## config.mk

```make
export PLATFORM = sky130hd
export DESIGN_NAME = freq_sweep_engine
export DESIGN_NICKNAME = d
export VERILOG_FILES = /design/src/rtl/freq_sweep_engine.sv
export SDC_FILE = /design/constraint.sdc
export NUM_CORES = 1
export LEC_CHECK = 0
export ABC_AREA = 1
export ABC_CLOCK_PERIOD_IN_PS = 4050
export BUFFER_PORTS_ARGS = -buffer_cell sky130_fd_sc_hd__buf_2
export CAP_MARGIN = 20
export CORE_ASPECT_RATIO = 0.5
export CORE_MARGIN = 2
export CORE_UTILIZATION = 43
export CTS_CLUSTER_SIZE = 12
export DETAILED_ROUTE_END_ITERATION = 10
export HOLD_SLACK_MARGIN = 0.06
export PLACE_DENSITY_LB_ADDON = 0.2
export SETUP_SLACK_MARGIN = 0.1
export SLEW_MARGIN = 20
export SYNTH_ARGS = -nofsm -noshare
export SYNTH_HDL_FRONTEND = slang
export SYNTH_SLANG_ARGS = --single-unit
export TNS_END_PERCENT = 1
```

## constraint.sdc

```tcl
create_clock -name clk -period 4.05 [get_ports clk]
set_clock_uncertainty 0.2 [all_clocks]
set_input_delay 0.405 -clock clk [delete_from_list [all_inputs] [get_ports clk]]
set_output_delay 0.405 -clock clk [all_outputs]
set_load 0.02 [all_outputs]
```

## src/rtl/freq_sweep_engine.sv

```systemverilog
// freq_sweep_engine
//   Sweep trajectory generator feeding the DDS phase-increment path. A signed
//   offset walks between -range and +range once per update tick. It can follow
//   a triangle or a sawtooth, with a programmable dwell at each endpoint and
//   one-shot or continuous operation. The output is base + offset, clamped to
//   [FREQ_MIN, FREQ_MAX] and registered. pulse_mode overrides the output with
//   PULSE_FREQ while the sweep keeps running underneath.
//   The sweep configuration is captured into shadow registers at sweep start.
//
// Ports
//   clk, rst      clock, asynchronous active-high reset
//   enable        level; 1 runs the sweep, 0 returns to IDLE
//   oneshot       captured at start; 1 = single cycle then DONE
//   sweep_mode    00 off, 01 triangle, 10 sawtooth, 11 off
//   base_freq     centre frequency (live, not shadowed)
//   sweep_range   deviation +/- range
//   sweep_speed   offset step per update tick
//   dwell         endpoint hold length in update ticks
//   pulse_mode    force current_freq to PULSE_FREQ
//   current_freq  registered clamped frequency
//   sweep_active  high in RISE / DWELL_HI / FALL / DWELL_LO
//   done          one-cycle pulse on entry to DONE
//   marker        (only with SWEEP_MARKER_EN) one-cycle pulse when the rising
//                 offset crosses from negative to non-negative
//
// Build option: define SWEEP_MARKER_EN to add the marker output.
module freq_sweep_engine #(
   parameter int FREQ_W     = 22,
   parameter int RANGE_W    = 17,
   parameter int SPEED_W    = 13,
   parameter int DWELL_W    = 10,
   parameter int UPDATE_DIV = 100000,
   parameter int FREQ_MIN   = 1000,
   parameter int FREQ_MAX   = 999000,
   parameter int PULSE_FREQ = 3000000
) (
   input  logic               clk,
   input  logic               rst,
   input  logic               enable,
   input  logic               oneshot,
   input  logic [1:0]         sweep_mode,
   input  logic [FREQ_W-1:0]  base_freq,
   input  logic [RANGE_W-1:0] sweep_range,
   input  logic [SPEED_W-1:0] sweep_speed,
   input  logic [DWELL_W-1:0] dwell,
   input  logic               pulse_mode,
   output logic [FREQ_W-1:0]  current_freq,
   output logic               sweep_active,
`ifdef SWEEP_MARKER_EN
   output logic               marker,
`endif
   output logic               done
);

   localparam int OFS_W = RANGE_W + 2;
   localparam int SUM_W = FREQ_W + 2;
   localparam int CNT_W = (UPDATE_DIV > 1) ? $clog2(UPDATE_DIV) : 1;
   localparam logic [FREQ_W-1:0]       RESET_FREQ = FREQ_W'(100000);
   localparam logic [FREQ_W-1:0]       PULSE_VAL  = FREQ_W'(PULSE_FREQ);
   localparam logic [FREQ_W-1:0]       MIN_VAL    = FREQ_W'(FREQ_MIN);
   localparam logic [FREQ_W-1:0]       MAX_VAL    = FREQ_W'(FREQ_MAX);
   localparam logic signed [SUM_W-1:0] MIN_S      = SUM_W'(FREQ_MIN);
   localparam logic signed [SUM_W-1:0] MAX_S      = SUM_W'(FREQ_MAX);
   localparam logic [CNT_W-1:0]        CNT_LAST   = CNT_W'(UPDATE_DIV - 1);

   typedef enum logic [2:0] {IDLE, RISE, DWELL_HI, FALL, DWELL_LO, DONE} state_t;

   state_t                  state_reg, state_next;
   logic signed [OFS_W-1:0] offset_reg, offset_next;
   logic [CNT_W-1:0]        cnt_reg, cnt_next;
   logic [DWELL_W-1:0]      dcnt_reg, dcnt_next;
   logic [RANGE_W-1:0]      range_sh;
   logic [SPEED_W-1:0]      speed_sh;
   logic [DWELL_W-1:0]      dwell_sh;
   logic [1:0]              mode_sh;
   logic                    oneshot_sh;
   logic                    capture;
   logic                    tick;
   logic                    done_reg;
   logic signed [OFS_W-1:0] range_s, speed_s, range_in_s;
   logic signed [SUM_W-1:0] sum;
   logic [FREQ_W-1:0]       freq_next;

   // Zero-extended operands; the two spare offset bits keep offset +/- speed
   // from overflowing.
   assign range_s    = $signed({2'b00, range_sh});
   assign range_in_s = $signed({2'b00, sweep_range});
   assign speed_s    = $signed({{(OFS_W-SPEED_W){1'b0}}, speed_sh});
   assign tick       = (cnt_reg == CNT_LAST);

   always_comb begin
      state_next  = state_reg;
      offset_next = offset_reg;
      dcnt_next   = dcnt_reg;
      cnt_next    = tick ? '0 : cnt_reg + CNT_W'(1);
      capture     = 1'b0;
      if (!enable) begin
         state_next  = IDLE;
         offset_next = '0;
      end else begin
         unique case (state_reg)
            IDLE: begin
               offset_next = '0;
               if (sweep_mode == 2'b01 || sweep_mode == 2'b10) begin
                  capture     = 1'b1;
                  offset_next = -range_in_s;
                  state_next  = RISE;
                  // Restarting the divider puts the first step exactly
                  // UPDATE_DIV cycles after start.
                  cnt_next    = '0;
               end
            end
            RISE: if (tick) begin
               if (offset_reg + speed_s >= range_s) begin
                  offset_next = range_s;
                  state_next  = DWELL_HI;
                  dcnt_next   = '0;
               end else begin
                  offset_next = offset_reg + speed_s;
               end
            end
            // Dwell exits on the tick after dwell ticks have been counted,
            // so dwell = 0 leaves on the first tick.
            DWELL_HI: if (tick) begin
               if (dcnt_reg == dwell_sh) begin
                  dcnt_next = '0;
                  if (mode_sh == 2'b10) begin
                     offset_next = -range_s;
                     state_next  = DWELL_LO;
                  end else begin
                     state_next  = FALL;
                  end
               end else begin
                  dcnt_next = dcnt_reg + DWELL_W'(1);
               end
            end
            FALL: if (tick) begin
               if (offset_reg - speed_s <= -range_s) begin
                  offset_next = -range_s;
                  state_next  = DWELL_LO;
                  dcnt_next   = '0;
               end else begin
                  offset_next = offset_reg - speed_s;
               end
            end
            DWELL_LO: if (tick) begin
               if (dcnt_reg == dwell_sh) begin
                  dcnt_next  = '0;
                  state_next = oneshot_sh ? DONE : RISE;
               end else begin
                  dcnt_next = dcnt_reg + DWELL_W'(1);
               end
            end
            DONE: offset_next = -range_s;
            default: begin
               state_next  = IDLE;
               offset_next = '0;
            end
         endcase
      end
   end

   // Output stage: base + offset, clamped; pulse override wins.
   assign sum = $signed({2'b00, base_freq}) +
                $signed({{(SUM_W-OFS_W){offset_reg[OFS_W-1]}}, offset_reg});

   always_comb begin
      if (pulse_mode)
         freq_next = PULSE_VAL;
      else if (sum < MIN_S)
         freq_next = MIN_VAL;
      else if (sum > MAX_S)
         freq_next = MAX_VAL;
      else
         freq_next = sum[FREQ_W-1:0];
   end

   always_ff @(posedge clk or posedge rst) begin
      if (rst) begin
         state_reg    <= IDLE;
         offset_reg   <= '0;
         cnt_reg      <= '0;
         dcnt_reg     <= '0;
         range_sh     <= '0;
         speed_sh     <= '0;
         dwell_sh     <= '0;
         mode_sh      <= 2'b00;
         oneshot_sh   <= 1'b0;
         current_freq <= RESET_FREQ;
         done_reg     <= 1'b0;
      end else begin
         state_reg    <= state_next;
         offset_reg   <= offset_next;
         cnt_reg      <= cnt_next;
         dcnt_reg     <= dcnt_next;
         if (capture) begin
            range_sh   <= sweep_range;
            speed_sh   <= sweep_speed;
            dwell_sh   <= dwell;
            mode_sh    <= sweep_mode;
            oneshot_sh <= oneshot;
         end
         current_freq <= freq_next;
         done_reg     <= (state_next == DONE) && (state_reg != DONE);
      end
   end

   assign done         = done_reg;
   assign sweep_active = (state_reg == RISE) || (state_reg == DWELL_HI) ||
                         (state_reg == FALL) || (state_reg == DWELL_LO);

`ifdef SWEEP_MARKER_EN
   logic marker_reg;

   // Only a rising step can cross zero upward; the sawtooth jump goes to
   // -range and FALL only moves down. enable guards the forced return to 0.
   always_ff @(posedge clk or posedge rst) begin
      if (rst)
         marker_reg <= 1'b0;
      else
         marker_reg <= enable && (state_reg == RISE) && tick &&
                       offset_reg[OFS_W-1] && !offset_next[OFS_W-1];
   end

   assign marker = marker_reg;
`endif

endmodule

```

==> out/metrics.cfg, run 1 <==
[outcome]
status = finished clean

[detailed_routing]
post-route-drc-count = 0
ant_nets = 0
routed-via-count = 11660
dr.first_iter.drc_count = 893
totalWireLength_um = 34100
detailedRoute.firstPassIterationCount = 5
detail_route.vias_per_cell = 5.083
post_drt_wl_per_cell_um = 14.87

[worst_setup_path]
critical_path.max_stage_delay_ps = 380
rrSetupSlack_ps = 50
worstPathMaxFanout = 17
timing.critical_path.from = speed_sh[0]
worstReg2RegEnd = offset_reg[12]
cp_num_buf_inv = 5
timing_worst_setup_path_type = reg -> reg
crit_required_ps = 4190
path_common_cell = nand2_1
crit_path_end = offset_reg[12]
worst-r2r-cell-count = 26
crit_arrival_ps = 4140
worst-path-stages = 26
crit_path_leading_delay_family = simple AND/OR/NAND/NOR gates
timing.critical_path.to_type = flop
timing.critical_path.from_type = flop
crit-reg2reg-launch = speed_sh[0]
critPathSlowestCell = dfrtp_1

[cts]
tritoncts = yes
tritoncts_num_sinks = 115
cts_buffer_depth = 2
clock_tree.root_cell = clkbuf_16
cts_buffers = 17
htreeDepth = 4
clock_insertion_delay_worst_skew_ps = 450
cts.clk_slew.worst_paths_ps = 60

[sta]
finalWorstPathRequiredPeriod_ps = 4005
worst-slew-pin-transition_ps = 919.9
setup_viol = 0
worst_hold_margin_ps = 74.68
maxSlewViolCount = 0
timing.max_slew.rel_slack_pct = 38.67
max_clock_freq_mhz = 249.7
setup_repair_after_global_routing_missed_its_margin = yes
timing.final.hold_violations = 0
setup_tns_ps = 0
share_of_the_clock_period_used_by_the_worst_path_after_layout_pct = 98.88

[global_routing]
grt_max_degree = 70
grt_overflow = 0
grt_usage_pct = 25.16
grt_pass1_wl_um = 54330
antenna_found_initial = 2
via_count_of_the_first_global_routing_pass = 10860

[floorplanning]
floorplan.die.width_um = 231.8
num_io_pins = 93
std_cell_rows = 41
die_area_mm2 = 0.02732
dieHeight_um = 117.9
floorplan.core_area_mm2 = 0.02534
initial_util_pct = 44.02

[layout]
seq_cell_area_mm2 = 0.002887
largest_register_ff_count = 22
syn2layout_area_growth_pct = 24.67
fillerInstances = 2547
fin_cells = 2293
final_layout_size_suffix_gt1_share_pct = 18.12
multi_input_area_mm2 = 0.007310
final_nets = 2097
final_cell_area_mm2 = 0.01391

[flow_run]
drv.max_cap_violation_count = 0

[place]
dpl.cell_count = 2205
portBuffers = 92
gp_congestion = 0.9654
dp_hpwl_um = 26730
detailed_place.area_mm2 = 0.01250

[synthesis]
yosysSeqAreaShare_pct = 25.87
synth_top_area_cell = dfrtp_1
synth_top_area_cells = dfrtp_1 (24%), nand2_1 (17%), ha_1 (10%), inv_1 (8.2%), nand3_1 (5.4%)
ys_seq_elements = 115
synth.cell_area_mm2 = 0.01115
number_of_flops_mapped_to_enable_cells_by_yosys = 0
yosys.cell_count.top_type = nand2_1
mappedNetlistNets = 1882
netlist.area_leader.share_pct = 24.45
postSynth.asyncResetShare_pct = 100.0
postSynthAreaPerCell_um2 = 6.481
synthCells = 1721
synth-warning-count = 0
netlist-cell-type-count = 58
synth_top_flop_cell = dfrtp_1
commonest_cells_in_the_synthesized_netlist = nand2_1 (510), inv_1 (245), nor2_1 (159)

[power]
leakage_nw = 7.295
power_mw = 9.054
p_per_area_mw_per_mm2 = 651.1
vdd.ir_drop.worst_mv = 0.3785

[min_path]
timing.hold.worst.class = in -> reg

==> timing repair <==
action | 4_1_cts | 5_1_grt
hold buffers | 44 | 0
hold endpoints to repair | 109 | 0
resized for setup | 13 | 50
cloned | 0 | 1
buffers inserted | 2 | 9
endpoints found under the setup margin | 33 | 33
pin swaps | 10 | 25
==> layout make-up <==
type | instances | share of cell area [%]
diodes | 1 | 0.01800
clock buffers | 22 | 3.266
clock inverters | 9 | 1.449
inverters | 259 | 7.027
multi-input cells | 1314 | 52.56
flip-flops and latches | 115 | 20.76
well taps | 344 | 3.095
repair buffers | 229 | 11.82
==> metal layers <==
metal,global-route usage (%),vias up,part of all wire (%)
met2,40.76,285,45
li1,-,6007,-
met3,4.264,46,5.3
met4,6.370,2,1.4
met1,34.67,5316,48
met5,0,-,0.038
==> layout by cell type, fill, tap and decap left out, drive strengths merged <==
cell	n
nand2	534
inv	258
buf	185
nor2	171
nand3	128
dfrtp	109
o21ai	98
ha	89
a21oi	86
nand4	67
dlygate4sd3	44
xor2	43
nor3	30
clkbuf	22
nor4	13
xnor2	8
or2	7
bufinv	6
dfstp	6
nand3b	5
a211oi	5
o21bai	4
o211ai	3
o22ai	3
clkinv	3
nor3b	3
fa	3
a22oi	2
o21a	2
a31oi	2
a21boi	2
and2	2
diode	1
a21o	1
o211a	1
a2111oi	1
clkinvlp	1
conb	1
==> worst min path at each step <==
stage,depth (start not counted),startpoint,end,slack [ps]
floorplan,1,cnt_reg[0],cnt_reg[0],230
global placement,1,cnt_reg[16],cnt_reg[16],250
detailed placement,1,cnt_reg[16],cnt_reg[16],250
CTS,3,sweep_range[8],range_sh[8],60
global route,3,sweep_range[8],range_sh[8],80
finish,3,sweep_range[8],range_sh[8],70
==> cells by family (layout without fill, tap and decap cells) <==
group                      count (synthesis)  in the layout  synth area share [%]
xor gates and xnor gates                  51             51                 4.240
and+or+nand+nor                          960            960                 38.40
adders and majority gates                 92             92                 10.52
DFF                                      115            115                 25.87
other                                      1              2               0.03362
AOI/OAI and AO/OA                        210            210                 10.53
buffers and inverters                    292            519                 10.41
==> report_power, final <==
part / switching (mW) / internal [mW] / leakage [nW]
Clock: 0.576 / 1.17 / 0.315
Combinational: 3.46 / 2.23 / 5.53
Sequential: 0.203 / 1.42 / 1.45
Total: 4.24 / 4.81 / 7.29
==> through the flow <==
stage	util (%)	setup slack, ps
finish	54.87	45.17
floorplan	-	209.4
global route	54.87	-182.9
global placement	49.34	-112.5
CTS	53.87	88.03
detailed placement	49.34	-128.8
==> worst reg2reg max path, cell delays in order (launching register included) <==
cell and delay, ps:
dfrtp_1 380, ha_2 190, inv_1 50, fa_2 380
nor2_4 100, nand3_1 80, nand3_2 120, nand2_1 90
nand3_2 130, nand2_1 70, nor2_1 110, xor2_1 150
buf_4 150, inv_1 50, ha_1 280, nand2_1 60
inv_2 100, nand4_1 190, o21ai_2 190, a21oi_2 60
nand3_2 90, nand2_4 90, buf_12 170, o211ai_1 160
nand2_1 100, nand2_1 100, nand2_1 60
No activity file was read; power rests on OpenSTA's default activity.
==> inputs of run 2 (changes only) <==
--- a/config.mk
+++ b/config.mk
@@ -5,7 +5,7 @@
 export SDC_FILE = /design/constraint.sdc
 export NUM_CORES = 1
 export LEC_CHECK = 0
-export ABC_AREA = 1
+export ABC_AREA = 0
 export ABC_CLOCK_PERIOD_IN_PS = 4050
 export BUFFER_PORTS_ARGS = -buffer_cell sky130_fd_sc_hd__buf_2
 export CAP_MARGIN = 20
==> out/metrics.cfg, run 2 <==
[synthesis]
netlist.area_leader.share_pct = 27.17
yosysSeqAreaShare_pct = 28.74
synth-warning-count = 0
commonest_cells_in_the_synthesized_netlist = dfrtp_1 (109), ha_1 (89), nor2_1 (85)
mappedNetlistNets = 1329
ys_seq_elements = 115
postSynth.asyncResetShare_pct = 100.0
synthCells = 1168
yosys.cell_count.top_type = dfrtp_1
netlist-cell-type-count = 86
postSynthAreaPerCell_um2 = 8.597
synth_top_area_cells = dfrtp_1 (27%), ha_1 (11%), xnor2_1 (6.2%), mux2_2 (4.6%), nor2_1 (3.2%)
synth.cell_area_mm2 = 0.01004
synth_top_flop_cell = dfrtp_1
number_of_flops_mapped_to_enable_cells_by_yosys = 0
synth_top_area_cell = dfrtp_1

[cts]
tritoncts = yes
tritoncts_num_sinks = 115
cts_buffers = 17
clock_insertion_delay_worst_skew_ps = 450
cts_buffer_depth = 2
cts.clk_slew.worst_paths_ps = 60
htreeDepth = 4
clock_tree.root_cell = clkbuf_16

[detailed_routing]
ant_nets = 0
post-route-drc-count = 0
routed-via-count = 10100
post_drt_wl_per_cell_um = 18.71
dr.first_iter.drc_count = 724
detailedRoute.firstPassIterationCount = 7
detail_route.vias_per_cell = 5.694
totalWireLength_um = 33170

[layout]
final_layout_size_suffix_gt1_share_pct = 31.24
final_nets = 1614
largest_register_ff_count = 22
final_core_utilization_pct = 59.19
fillerInstances = 2020
fin_cells = 1773
n_antenna_cell = 0
layout.cells.most_common = buf_4
layout_common_cells = buf_4 (189), dfrtp_1 (109), buf_2 (92)
syn2layout_area_growth_pct = 34.90

[global_routing]
antenna_found_initial = 0
grt_overflow = 0
grt_pass1_wl_um = 52580
via_count_of_the_first_global_routing_pass = 10010
grt_usage_pct = 27.47
grt_max_degree = 71

[floorplanning]
dieHeight_um = 112.1
std_cell_rows = 39
floorplan.core_area_mm2 = 0.02289
initial_util_pct = 43.87
die_area_mm2 = 0.02466
num_io_pins = 93
floorplan.die.width_um = 220.1

[worst_setup_path]
crit_arrival_ps = 5080
crit_path_leading_delay_family = compound AO/OA/AOI/OAI gates
worstPathCellList = ha_2, inv_2, fa_2, nor2_4, o311a_1, o211ai_2, buf_4, a211oi_4, nand2_2, xnor2_2, ha_1, a211oi_2, o21a_1, o21ai_0, or3_4, a21oi_4, nor4_4, buf_4, buf_12, and3_1, a311o_1, a221o_1
worstPathMaxFanout = 5
timing.critical_path.to_type = flop
timing_worst_setup_path_type = reg -> reg
critPathSlowestCell = fa_2
timing.critical_path.from_type = flop
crit_required_ps = 4190
path_common_cell = buf_4
critical_path.max_stage_delay_ps = 390
cp_num_buf_inv = 4

[flow_run]
drv.max_cap_violation_count = 0

[outcome]
violated_checks = negative setup slack
status = complete, but fails checks

[power]
vdd.ir_drop.worst_mv = 0.4877
leakage_nw = 6.334
p_per_area_mw_per_mm2 = 741.4

[min_path]
timing.hold.worst.class = in -> reg

[sta]
share_of_the_clock_period_used_by_the_worst_path_after_layout_pct = 122.0
setup_repair_after_global_routing_missed_its_margin = yes
maxSlewViolCount = 0
timing.final.hold_violations = 0
worst-slew-pin-transition_ps = 888.7
setup_slack_ps = -892.3
max_clock_freq_mhz = 202.3
timing.max_slew.rel_slack_pct = 40.00
setup_viol = 33
finalWorstPathRequiredPeriod_ps = 4942

[place]
portBuffers = 92
dp_hpwl_um = 25510
dpl.cell_count = 1688
place_worst_setup_slack_ps = -1066
gp_congestion = 0.9575

[run 2: cell count changes in the layout (fill, tap and decap cells not counted), moves of 16 or more]
cell and change:
a21o_1 +20, a21oi_1 -25, and3_1 +20, buf_4 +104, inv_1 -172, mux2_2 +41
nand2_1 -432, nand2_2 -26, nand2b_1 +16, nand3_1 -81, nand4_1 -49, nor2_1 -73
o21ai_0 -27, xnor2_1 +59
[run 2: area by class of cell]
cell class | instances | area [µm²] | area share [%]
tap | 307 | 384.1 | 2.836
sequential | 115 | 2885 | 21.30
inverter | 73 | 276.5 | 2.041
timing repair buffer | 320 | 2280 | 16.83
multi-input combinational | 926 | 7109 | 52.48
clock buffer | 20 | 456.7 | 3.372
clock inverter | 12 | 153.9 | 1.136
[run 2: per-layer routing]
layer	GRT usage, %	wire length [µm]	vias to the layer above
met4	6.711	442	0
li1	-	-	4865
met1	39.78	16200	4883
met5	0	0	-
met2	41.70	14440	313
met3	5.962	2084	35
[run 2: worst register-to-register path: cells and delay by family (launching register included)]
kind                     cells  cell delay, ps
AND/OR/NAND/NOR              5             840
buffers and inverters        4             480
adder cells (fa/ha/maj)      3             910
XOR/XNOR                     1             150
AO/OA/AOI/OAI                9            1870
flip-flops                   1             380
[run 2: cell families after synthesis]
group	synth area share [%]
simple gates	19.18
buf+inv	4.885
compound gates	21.93
xor+xnor	8.548
flops	28.74
fa+ha+maj	11.69
other cells	0.03735
mux	4.997
[run 2: final timing paths]
path / startpoint / to / slack (ps) / cells past startpoint
min in group asynchronous: rst / dwell_sh[0] / 500 / 3
max in group asynchronous: rst / current_freq[15] / 2210 / 4
hold / removal: sweep_range[0] / range_sh[0] / 80 / 3
setup reg to reg: offset_reg[0] / offset_reg[14] / -890 / 22
setup / recovery: offset_reg[0] / offset_reg[14] / -890 / 22
hold reg to reg: cnt_reg[0] / cnt_reg[0] / 280 / 1
[run 2: power breakdown]
group / leakage, nW / switching (mW) / total (mW) / internal [mW]
registers: 1.44 / 0.263 / 1.72 / 1.46
clock network: 0.292 / 0.614 / 1.61 / 0.998
logic: 4.60 / 3.57 / 6.71 / 3.14
total: 6.33 / 4.45 / 10.0 / 5.60
[run 2: timing repair]
action | CTS | global route
pin swaps | 26 | 21
setup buffers | 10 | 5
setup endpoints to repair | 38 | 49
hold endpoints to repair | 108 | 0
hold buffers | 38 | 0
resized for setup | 36 | 48
[run 2: through the flow]
stage	cell area [µm²]	total power [mW]	setup TNS, ps	hold WS [ps]
floorplan	10100	5.361	-12230	254.9
global placement	12060	7.603	-25430	274.2
detailed placement	12060	7.685	-28990	276.9
CTS	13300	9.712	-23360	65.03
global route	13550	10.76	-30160	78.26
finish	13550	10.04	-23100	80.19
